[src/rtl/if_fetch_unit.sv]
// RV32I instruction-fetch stage: owns the PC, runs a req/ack fetch to instruction memory and holds the fetched word for the decoder.
// Optional misaligned-PC fault detection is compiled in with `define IF_MISALIGN_CHECK_EN.
module if_fetch_unit #(
  parameter logic [31:0] RESET_PC = 32'h0000_0000,
  parameter logic [31:0] NOP_INS  = 32'h0000_0013
) (
  input  logic        clk,
  input  logic        rst,
  input  logic        run,
  output logic        imem_req,
  output logic [31:0] imem_addr,
  input  logic [31:0] imem_rdata,
  input  logic        imem_ack,
  output logic [31:0] ins,
  output logic        ins_valid,
  output logic [31:0] ins_pc,
  input  logic        ins_taken,
  input  logic        redirect,
  input  logic [31:0] redirect_pc,
  output logic        busy,
  output logic        fetch_fault
);

  typedef enum logic [1:0] {IDLE, FETCH, FLUSH, HOLD} state_t;

  state_t      state;
  state_t      state_next;
  logic [31:0] pc;
  logic [31:0] pc_pending;
  logic        req_gap;     // forces one idle request cycle after a redirect that coincided with ack
  logic        misaligned;
  logic        fetch_live;

`ifdef IF_MISALIGN_CHECK_EN
  assign misaligned = (pc[1:0] != 2'b00);
`else
  assign misaligned = 1'b0;
`endif

  // A request is only on the bus in FETCH when neither the gap cycle nor a fault is pending.
  assign fetch_live = (state == FETCH) && !req_gap && !misaligned;

  // NOTE: sequential state uses non-blocking assignments so every register samples pre-edge values.
  always_ff @(posedge clk) begin
    if (rst) begin
      state <= IDLE;
    end else begin
      state <= state_next;
    end
  end

  // NOTE: every combinational output gets a default first, so no path can infer a latch.
  always_comb begin
    state_next = state;
    case (state)
      IDLE: begin
        if (run) state_next = FETCH;
      end
      FETCH: begin
        if (misaligned) begin
          if (!redirect) state_next = HOLD;
        end else if (fetch_live) begin
          if (imem_ack)      state_next = redirect ? FETCH : HOLD;
          else if (redirect) state_next = FLUSH;
        end
      end
      FLUSH: begin
        if (imem_ack) state_next = run ? FETCH : IDLE;
      end
      HOLD: begin
        if (redirect || ins_taken) state_next = run ? FETCH : IDLE;
      end
    endcase
  end

  always_comb begin
    imem_req = fetch_live || (state == FLUSH);
    busy     = (state != IDLE);
`ifdef IF_MISALIGN_CHECK_EN
    imem_addr = pc;
`else
    imem_addr = {pc[31:2], 2'b00};
`endif
  end

  always_ff @(posedge clk) begin
    if (rst) begin
      pc         <= RESET_PC;
      pc_pending <= RESET_PC;
      ins        <= NOP_INS;
      ins_pc     <= RESET_PC;
      ins_valid  <= 1'b0;
      req_gap    <= 1'b0;
    end else begin
      req_gap <= 1'b0;
      case (state)
        IDLE: begin
          if (redirect) pc <= redirect_pc;
        end
        FETCH: begin
          if (misaligned) begin
            if (redirect) begin
              pc <= redirect_pc;
            end else begin
              ins_pc    <= pc;
              ins       <= NOP_INS;
              ins_valid <= 1'b1;
            end
          end else if (!fetch_live) begin
            if (redirect) pc <= redirect_pc;
          end else if (imem_ack) begin
            if (redirect) begin
              pc      <= redirect_pc;
              req_gap <= 1'b1;
            end else begin
              ins       <= imem_rdata;
              ins_pc    <= pc;
              pc        <= pc + 32'd4;
              ins_valid <= 1'b1;
            end
          end else if (redirect) begin
            pc_pending <= redirect_pc;
          end
        end
        FLUSH: begin
          // The old address stays on the bus until ack; the returned word is dropped.
          if (imem_ack)      pc <= redirect ? redirect_pc : pc_pending;
          else if (redirect) pc_pending <= redirect_pc;
        end
        HOLD: begin
          if (redirect) begin
            pc        <= redirect_pc;
            ins       <= NOP_INS;
            ins_valid <= 1'b0;
          end else if (ins_taken) begin
            ins_valid <= 1'b0;
          end
        end
      endcase
    end
  end

`ifdef IF_MISALIGN_CHECK_EN
  always_ff @(posedge clk) begin
    if (rst) begin
      fetch_fault <= 1'b0;
    end else if ((state == FETCH) && misaligned && !redirect) begin
      fetch_fault <= 1'b1;
    end else if ((state == HOLD) && (redirect || ins_taken)) begin
      fetch_fault <= 1'b0;
    end
  end
`else
  assign fetch_fault = 1'b0;
`endif

endmodule

[config.mk]
export PLATFORM = sky130hd
export DESIGN_NAME = if_fetch_unit
export DESIGN_NICKNAME = d
export VERILOG_FILES = /design/src/rtl/if_fetch_unit.sv
export SDC_FILE = /design/constraint.sdc
export NUM_CORES = 1
export LEC_CHECK = 0
export CORE_MARGIN = 2
export CORE_UTILIZATION = 53
export CTS_CLUSTER_DIAMETER = 120
export DETAILED_ROUTE_END_ITERATION = 6
export GPL_TIMING_DRIVEN = 0
export PLACE_DENSITY_LB_ADDON = 0.12
export SLEW_MARGIN = 0
export SYNTH_ARGS = -nofsm -noshare
export SYNTH_HDL_FRONTEND = slang
export SYNTH_SLANG_ARGS = --single-unit
[constraint.sdc]
create_clock -name clk -period 5.82 [get_ports clk]
set_input_delay 0.582 -clock clk [delete_from_list [all_inputs] [get_ports clk]]
set_output_delay 0.582 -clock clk [all_outputs]
set_load 0.05 [all_outputs]
==> impl_metrics.env, run 1 <==
export IMPL_status="finished, violations left"
export IMPL_violations="DRC"
export IMPL_min_period_ns=3.83
export IMPL_power_leakage_nw=3.17
export IMPL_place_inst=1182
export IMPL_hold_viol_final=0
export IMPL_endpoint_kind="output port"
export IMPL_dp_slack_ns=2.52
export IMPL_drc=1
export IMPL_grt_pass1_vias=6825
export IMPL_syn_area_sq_um=6680
export IMPL_ys_seq_area_share_pct=39.6
export IMPL_synth_main_ff_cell="dfxtp_1"
export IMPL_ys_warn_count=0
export IMPL_synth_edff_count=0
export IMPL_ys_seq_elements=132
export IMPL_synth_cells=847
export IMPL_synth_top_cell_by_area="dfxtp_1"
export IMPL_synth_top_area_share_pct=39.6
export IMPL_finalCritPeriodShare_pct=65.8
export IMPL_grt_overflow=0
export IMPL_fin_skew_ns=0.00713
export IMPL_startpoint="state[1]"
export IMPL_critPathCapture="imem_req"
export IMPL_design_core_area_sq_um=12200
export IMPL_routed_wl_mm=22.9
export IMPL_antenna_cells=0
export IMPL_rsz0062_at_grt="false"
export IMPL_vdd_ir_drop_max_uv=219
export IMPL_cp_max_fo=10
export IMPL_initialDrtViolationCount=960
export IMPL_async_flop_share_pct=0
export IMPL_rr_endpoint="ins_pc[11]"
export IMPL_clock_fmax_ghz=0.261
export IMPL_slew_headroom_pct=40.9
export IMPL_die_h_um=116
export IMPL_maxCapViolations=0
export IMPL_antenna_found_initial=0
export IMPL_portBuffers=165
export IMPL_final_nets=1109
export IMPL_fin_cells=1214
export IMPL_area_delta_synth_final_pct=37.3
export IMPL_rows=40
export IMPL_r2r_worst_path_cells=8
export IMPL_setup_viol=0
export IMPL_syn_area_per_cell_sq_um=7.88
export IMPL_clockRootBuffer="clkbuf_16"
export IMPL_initial_utilization_pct=54.9
export IMPL_powerDensity_nw_per_um2=330
export IMPL_clk_path_buf_depth=2
export IMPL_hpwl_mm=15.6
export IMPL_first_pass_iters=7
export IMPL_synth_area_leaders="dfxtp_1, nand2_1, a21oi_1"
export IMPL_layout_commonest_cell="clkdlybuf4s50_1"
export IMPL_drv_slew=0
export IMPL_numCtsBuffers=17
export IMPL_io_pins=170
export IMPL_r2r_start="state[1]"
export IMPL_cts_setup_buffers=0
export IMPL_tritoncts="done"
export IMPL_arrival_ns=3.25
export IMPL_required_ns=5.24
export IMPL_ys_types=71
export IMPL_setup_ws_ns=1.99
export IMPL_grt_max_degree=17
export IMPL_ant_nets=0
export IMPL_grt_pass1_wl_mm=35.1
export IMPL_finalSetupTns_ns=0
export IMPL_num_vias=7441
export IMPL_path_class="flip-flop to output port"
export IMPL_dieWidth_um=116
export IMPL_grt_total_usage_pct=33.6
export IMPL_hold_class="flip-flop to flip-flop"
export IMPL_startpoint_type="flip-flop"
export IMPL_cts_hold_fix_buffers=0
export IMPL_clkLatencyLatePin_ns=0.43
export IMPL_final_cell_mix="clkdlybuf4s50_1, nand2_1, dfxtp_1"
export IMPL_vias_per_cell=6.13
export IMPL_drive_gt1_share_pct=9.85
export IMPL_fp_dieArea_sq_um=13500
export IMPL_worst_pin_slew_ns=0.878
export IMPL_htree_levels=4
export IMPL_rrSetupSlack_ns=2.72
export IMPL_cts_sinks=132
export IMPL_cts_resized_gates=0
export IMPL_place_congestion=0.998
export IMPL_wire_per_inst_um=18.9
export IMPL_clkTransAtPathRegs_ns=0.06
layout make-up:
class                      count  area (sq um)
multi-input combinational    596          3350
tap                          168           210
clock inverter                12           154
buffer                       109           648
sequential                   132          2640
clock buffer                  20           467
inverter                      12          45.0
fill                         946          3000
timing repair buffer         165          1650
sequential cells by signal, indices dropped and copies added (netlist names):
signal      cells
pc             32
state           2
ins_pc         32
req_gap         1
ins_valid       1
ins            32
pc_pending     32
routing by layer:
metal / vias to the layer above / global-route usage, % / share of wire, %
li1: 3420 / - / -
met1: 3375 / 43.5 / 39
met2: 538 / 50.5 / 43
met3: 108 / 9.96 / 13
met4: 0 / 18.3 / 4.4
met5: - / 0 / 0
metrics by stage:
step                      total power [mW]  cell area [sq um]  hold WS, ns  utilization (%)
final                                 3.03               9170        0.451             75.4
after global routing                  3.12               9170        0.470             75.4
after detailed placement              1.90               8550        0.446             70.3
after floorplan                       1.61               6680        0.433                -
after CTS                             3.00               9170        0.454             75.4
after global placement                1.89               8550        0.441             70.3
cell usage after synthesis (4+ instances only):
master	instances
inv_1	11
a21oi_1	88
nand3_1	13
o211ai_1	6
a311oi_1	5
a31o_2	4
and3_1	9
ha_1	6
dfxtp_1	132
buf_4	35
a22oi_1	30
o22ai_1	13
nor2b_1	6
o21a_1	4
nor3_1	11
a31oi_1	19
clkbuf_8	6
nand4_1	11
a221oi_1	12
buf_1	4
a211oi_1	9
nor4_1	13
a32oi_1	9
o21ai_0	35
clkbuf_1	54
buf_6	4
nand2_1	162
o2111ai_1	4
o221ai_1	7
nor2_1	59
critical path, cell delays in order (launching register included):
cell,delay [ns]
dfxtp_1,0.38
inv_1,0.11
ha_1,0.24
nand2b_1,0.10
clkbuf_1,0.30
clkbuf_1,0.57
clkbuf_8,0.35
nand2_1,0.07
clkdlybuf4s50_1,0.71
logic make-up after synthesis:
group / synth area share (%)
fa+ha+maj: 1.12
compound gates: 27.0
simple gates: 20.7
flops: 39.6
other cells: 0.0562
buf+inv: 10.4
xor+xnor: 0.394
mux: 0.806
how the worst min path moves through the flow:
stage,cells past startpoint,endpoint,slack (ns),from
5_1_grt,2,ins_pc[27],0.47,ins_pc[27]
3_3_place_gp,2,ins_pc[15],0.44,ins_pc[15]
3_5_place_dp,2,ins_pc[15],0.45,ins_pc[15]
2_1_floorplan,2,pc_pending[0],0.43,pc_pending[0]
4_1_cts,2,ins_pc[15],0.45,ins_pc[15]
6_report,2,ins_pc[28],0.45,ins_pc[28]
power by group:
group / total [mW] / internal, mW / switching, mW
Sequential: 1.04 / 0.966 / 0.0728
Clock: 1.12 / 0.706 / 0.410
Combinational: 0.872 / 0.327 / 0.545
No activity file was read; power rests on OpenSTA's default activity.
==> run 2: changes to the inputs <==
--- a/config.mk
+++ b/config.mk
@@ -6,7 +6,7 @@
 export NUM_CORES = 1
 export LEC_CHECK = 0
 export CORE_MARGIN = 2
-export CORE_UTILIZATION = 53
+export CORE_UTILIZATION = 45
 export CTS_CLUSTER_DIAMETER = 120
 export DETAILED_ROUTE_END_ITERATION = 6
 export GPL_TIMING_DRIVEN = 0
==> constraint.sdc (replaced) <==
create_clock -name clk -period 3.35 [get_ports clk]
set_input_delay 0.335 -clock clk [delete_from_list [all_inputs] [get_ports clk]]
set_output_delay 0.335 -clock clk [all_outputs]
set_load 0.05 [all_outputs]
==> run 2 against run 1 <==
  * The run now ends clean
  * Via count decreased by 3.2%
  * Wire length down 0.62%
  * First-iteration DRC count decreased by 22%
  * Design area shrank 0.61%
  * Critical path depth grew 1
  * Utilization down 13 points
  * Critical endpoint is now pc[5]
  * Largest power group is now sequential cells
==> impl_metrics.env, run 2 (synthesis gave the netlist of run 1 again) <==
export IMPL_status="finished clean"
export IMPL_ant_nets=0
export IMPL_power_share_clock_pct=34.5
export IMPL_crit_chain="inv_1 > ha_1 > clkbuf_1 > nor2b_1 > nor2_1 > clkbuf_1 > a222oi_1 > a2bb2oi_1 > a21oi_1"
export IMPL_grt_pass1_vias=6563
export IMPL_grt_max_degree=17
export IMPL_design_area_sq_um=9110
export IMPL_path_class="flip-flop to flip-flop"
export IMPL_final_nets=1109
export IMPL_rows=44
export IMPL_rr_endpoint="pc[5]"
export IMPL_hold_class="primary input to flip-flop"
export IMPL_fin_cells=1228
export IMPL_cp_depth=9
export IMPL_r2r_start="state[0]"
export IMPL_internal_power_mw=3.28
export IMPL_io_pins=170
export IMPL_swShare_pct=35.0
export IMPL_drv_slew=0
export IMPL_numCtsBuffers=17
export IMPL_critPathCapture="pc[5]"
export IMPL_power_leakage_nw=3.16
export IMPL_cp_num_buf_inv=3
export IMPL_dp_slack_ns=0.243
export IMPL_drive_gt1_share_pct=9.77
export IMPL_hold_viol_final=0
export IMPL_design_core_area_sq_um=14500
export IMPL_arrival_ns=3.28
export IMPL_vias_per_cell=5.87
export IMPL_grt_total_usage_pct=28.1
export IMPL_critPathTopFamily="buffers and inverters"
export IMPL_startpoint="state[0]"
export IMPL_combPwrFrac_pct=29.7
export IMPL_setup_ws_ns=0.359
export IMPL_grt_overflow=0
export IMPL_r2r_worst_path_cells=9
export IMPL_initial_utilization_pct=45.9
export IMPL_routed_wl_mm=22.8
export IMPL_clock_fmax_ghz=0.334
export IMPL_first_pass_iters=6
export IMPL_pwr_share_seq_pct=35.8
export IMPL_p_switching_mw=1.77
export IMPL_vdd_ir_drop_max_uv=387
export IMPL_clkLatencyLatePin_ns=0.43
export IMPL_placed_area_sq_um=8570
export IMPL_antenna_cells=0
export IMPL_crit_path_frequent_cell="clkbuf_1"
export IMPL_slowest_stage="nor2b_1"
export IMPL_initialDrtViolationCount=749
export IMPL_antenna_found_initial=0
export IMPL_htree_levels=4
export IMPL_portBuffers=165
export IMPL_required_ns=3.64
export IMPL_rsz0062_at_grt="false"
export IMPL_fp_dieArea_sq_um=15800
export IMPL_tritoncts="done"
export IMPL_finalCritPeriodShare_pct=89.3
export IMPL_rrSetupSlack_ns=0.36
export IMPL_cp_max_fo=10
export IMPL_clk_path_buf_depth=2
export IMPL_powerDensity_nw_per_um2=555
export IMPL_endpoint_kind="flip-flop"
export IMPL_wire_per_inst_um=18.5
export IMPL_hp_start="imem_ack"
export IMPL_setup_viol=0
export IMPL_place_congestion=0.985
export IMPL_clkTransAtPathRegs_ns=0.06
export IMPL_finish_utilization_pct=62.7
export IMPL_finalSetupTns_ns=0
export IMPL_area_delta_synth_final_pct=36.5
export IMPL_die_h_um=126
export IMPL_num_vias=7206
export IMPL_hpwl_mm=15.9
export IMPL_cts_sinks=132
export IMPL_fin_skew_ns=0.00753
export IMPL_slew_headroom_pct=36.8
export IMPL_min_period_ns=2.99
export IMPL_place_inst=1198
export IMPL_cpPeakStageDelay_ns=0.53
export IMPL_grt_pass1_wl_mm=35.4
export IMPL_clockRootBuffer="clkbuf_16"
export IMPL_worst_pin_slew_ns=0.940
export IMPL_layout_commonest_cell="clkdlybuf4s50_1"
export IMPL_maxCapViolations=0
export IMPL_dieWidth_um=126
export IMPL_drc=0
export IMPL_final_cell_mix="clkdlybuf4s50_1, nand2_1, dfxtp_1"
export IMPL_startpoint_type="flip-flop"
[run 2: repair_timing]
| action | CTS | global route |
|---|---|---|
| buffers inserted | 0 | 0 |
| gates resized for setup | 1 | 1 |
| endpoints found under the setup margin | 1 | 1 |
| pin swaps | 0 | 0 |
| hold buffers | 0 | 0 |
[run 2: metrics by stage]
stage | hold slack, ns | total power [mW]
after floorplan | 0.433 | 2.80
after global placement | 0.440 | 3.30
after detailed placement | 0.446 | 3.31
after CTS | 0.380 | 5.04
after global routing | 0.422 | 5.25
final | 0.403 | 5.05
[run 2: power groups by stage]
| stage | logic [mW] | clock network (mW) | registers [mW] |
|---|---|---|---|
| floorplan | 0.915 | 0 | 1.88 |
| global placement | 1.46 | 0 | 1.83 |
| detailed placement | 1.47 | 0 | 1.83 |
| CTS | 1.48 | 1.76 | 1.80 |
| global route | 1.58 | 1.84 | 1.82 |
| finish | 1.50 | 1.74 | 1.81 |
[run 2: worst min path at each step]
stage | to | slack (ns) | cells after the start
after floorplan | pc_pending[0] | 0.43 | 2
after global placement | ins_pc[2] | 0.44 | 2
after detailed placement | pc_pending[10] | 0.45 | 2
after CTS | req_gap | 0.38 | 3
after global routing | pc[25] | 0.42 | 3
final | pc[25] | 0.40 | 3
[run 2: worst reg2reg max path, cell delays in order (launching register included)]
cell and delay, ns:
dfxtp_1 0.39, inv_1 0.10, ha_1 0.28, clkbuf_1 0.29, nor2b_1 0.53, nor2_1 0.20
clkbuf_1 0.35, a222oi_1 0.43, a2bb2oi_1 0.19, a21oi_1 0.09
[run 2: area by class of cell]
class	instances	area, sq um
Buffer	109	649
Clock buffer	19	453
Clock inverter	11	87.6
Fill cell	1368	5420
Inverter	12	45.0
Multi-Input combinational cell	596	3350
Sequential cell	132	2640
Tap cell	184	230
Timing Repair Buffer	165	1650
[run 2: metal layers]
| metal | global-route usage (%) | wire, um | up-vias |
|---|---|---|---|
| met5 | 0 | 0 | - |
| li1 | - | - | 3409 |
| met2 | 41.5 | 9610 | 429 |
| met4 | 12.9 | 938 | 0 |
| met3 | 8.11 | 2580 | 87 |
| met1 | 38.2 | 9620 | 3281 |
==> run 3: changes to the inputs <==
--- a/config.mk
+++ b/config.mk
@@ -11,6 +11,7 @@
 export DETAILED_ROUTE_END_ITERATION = 6
 export GPL_TIMING_DRIVEN = 0
 export PLACE_DENSITY_LB_ADDON = 0.12
+export REMOVE_ABC_BUFFERS = 1
 export SLEW_MARGIN = 0
 export SYNTH_ARGS = -nofsm -noshare
 export SYNTH_HDL_FRONTEND = slang
==> run 3 against run 2 <==
  * Sequential share of layout area is 0.87 points higher
  * Design area down 2.9%
  * Via count fell by 4.9%
  * Worst setup slack got worse by 0.15 ns
  * Clock power increased by 25%
  * Register-to-register slack about the same
  * Utilization decreased by 1.8 points
  * Sequential power about the same
  * Combinational power decreased by 12%
  * Total power increased by 5.6%
  * Non-clock buffer count decreased by 99
  * Highest routed layer unchanged
==> impl_metrics.env, run 3 (synthesis gave the netlist of run 1 again) <==
export IMPL_status="finished clean"
export IMPL_wire_per_inst_um=18.7
export IMPL_area_delta_synth_final_pct=32.5
export IMPL_setup_ws_ns=0.204
export IMPL_min_period_ns=3.15
export IMPL_critPathTopFamily="buffers and inverters"
export IMPL_startpoint_type="flip-flop"
export IMPL_fp_dieArea_sq_um=15800
export IMPL_rsz0062_at_grt="false"
export IMPL_cts_setup_buffers=0
export IMPL_endpoint_kind="output port"
export IMPL_power_leakage_nw=2.94
export IMPL_crit_chain="inv_1 > ha_1 > nand2b_4 > nand2_1 > clkdlybuf4s50_1"
export IMPL_r2r_worst_path_cells=9
export IMPL_powerDensity_nw_per_um2=603
export IMPL_layout_commonest_cell="clkdlybuf4s50_1"
export IMPL_clkLatencyLatePin_ns=0.43
export IMPL_power_mw=5.34
export IMPL_hold_viol_final=0
export IMPL_rr_endpoint="ins[13]"
export IMPL_htree_levels=4
export IMPL_grt_max_degree=84
export IMPL_final_cell_mix="clkdlybuf4s50_1, nand2_1, dfxtp_1"
export IMPL_min_path_cells=2
export IMPL_arrival_ns=2.81
export IMPL_portBuffers=166
export IMPL_antenna_cells=0
export IMPL_clk_path_buf_depth=2
export IMPL_antenna_found_initial=0
export IMPL_vdd_ir_drop_max_uv=343
export IMPL_clkTransAtPathRegs_ns=0.06
export IMPL_cts_sinks=132
export IMPL_cts_hold_fix_buffers=0
export IMPL_numCtsBuffers=17
export IMPL_clock_fmax_ghz=0.318
export IMPL_grt_pass1_vias=6658
export IMPL_initialDrtViolationCount=698
export IMPL_slew_headroom_pct=25.4
export IMPL_tritoncts="done"
export IMPL_first_pass_iters=5
export IMPL_vias_per_cell=6.06
export IMPL_num_vias=6852
export IMPL_cp_num_buf_inv=2
export IMPL_cpPeakStageDelay_ns=0.83
export IMPL_design_core_area_sq_um=14500
export IMPL_required_ns=3.01
export IMPL_maxCapViolations=0
export IMPL_place_inst=1099
export IMPL_dieWidth_um=126
export IMPL_grt_total_usage_pct=25.8
export IMPL_cp_max_fo=34
export IMPL_fin_skew_ns=0.00875
export IMPL_die_h_um=126
export IMPL_worst_pin_slew_ns=1.11
export IMPL_slowest_stage="clkdlybuf4s50_1"
export IMPL_hpwl_mm=13.4
export IMPL_rows=44
export IMPL_io_pins=170
export IMPL_hold_class="primary input to flip-flop"
export IMPL_path_class="flip-flop to output port"
export IMPL_setup_viol=0
export IMPL_drive_gt1_share_pct=7.81
export IMPL_fin_cells=1131
export IMPL_drv_slew=0
export IMPL_grt_pass1_wl_mm=33.5
export IMPL_hp_start="rst"
export IMPL_final_nets=1010
export IMPL_ant_nets=0
export IMPL_dp_slack_ns=-0.0934
export IMPL_place_congestion=0.830
export IMPL_initial_utilization_pct=45.9
export IMPL_drc=0
export IMPL_rrSetupSlack_ns=0.36
export IMPL_routed_wl_mm=21.1
export IMPL_finish_utilization_pct=60.8
export IMPL_clockRootBuffer="clkbuf_16"
export IMPL_grt_overflow=0
export IMPL_r2r_start="state[1]"
export IMPL_finalCritPeriodShare_pct=93.9
export IMPL_hold_end="ins_pc[23]"
-- run 3: changes by cell type in the layout (fill, tap and decap cells not counted), sizes merged --
cell and delta:
buf -36, clkinvlp +1, clkbuf -61, clkinv -6, bufinv +5, dlymetal6s2s -1
inv +1
-- run 3: worst reg2reg max path, stage by stage (launching register included) --
cell	delay [ns]
dfxtp_1	0.34
inv_1	0.11
ha_1	0.52
nand4bb_2	0.50
buf_16	0.35
nor2_4	0.33
a31oi_2	0.21
buf_8	0.29
a22oi_1	0.16
nor2_1	0.06
-- run 3: cell type report --
class	count	area (sq um)
Clock inverter	12	224
Inverter	12	45.0
Clock buffer	20	467
Sequential cell	132	2640
Multi-Input combinational cell	596	3430
Fill cell	1249	5690
Tap cell	184	230
Timing Repair Buffer	175	1810
-- run 3: worst max path at each step --
| stage | startpoint | to | slack, ns | cells after the start |
|---|---|---|---|---|
| finish | state[1] | imem_req | 0.20 | 5 |
| global route | state[1] | imem_req | 0.03 | 5 |
| CTS | state[1] | imem_req | 0.01 | 5 |
| detailed placement | imem_ack | ins[26] | -0.09 | 8 |
| global placement | redirect | ins[16] | -4.05 | 6 |
| floorplan | state[1] | ins[10] | -0.60 | 7 |
-- run 3: what timing repair did --
item | in CTS | in global routing
endpoints found under the setup margin | 3 | 24
resized for setup | 1 | 3
pin swaps | 0 | 0
-- run 3: routing by layer --
layer	vias up	GRT usage, %	wire [um]
met2	360	41.0	9800
met5	-	0	0
met1	3242	32.5	8780
met4	0	9.83	438
met3	42	8.92	2080
li1	3208	-	-
-- run 3: through the flow --
stage	hold slack [ns]	area (sq um)	setup TNS (ns)
after global placement	0.440	7930	-303.49
after global routing	0.331	8840	0
final	0.323	8840	0
after detailed placement	0.445	8140	-1.40
after CTS	0.315	8830	0
after floorplan	0.401	6040	-17.29
-- run 3: power by group --
group | switching (mW) | internal (mW) | total, mW
combinational | 0.845 | 0.476 | 1.32
clock | 0.720 | 1.46 | 2.18
sequential | 0.161 | 1.68 | 1.84
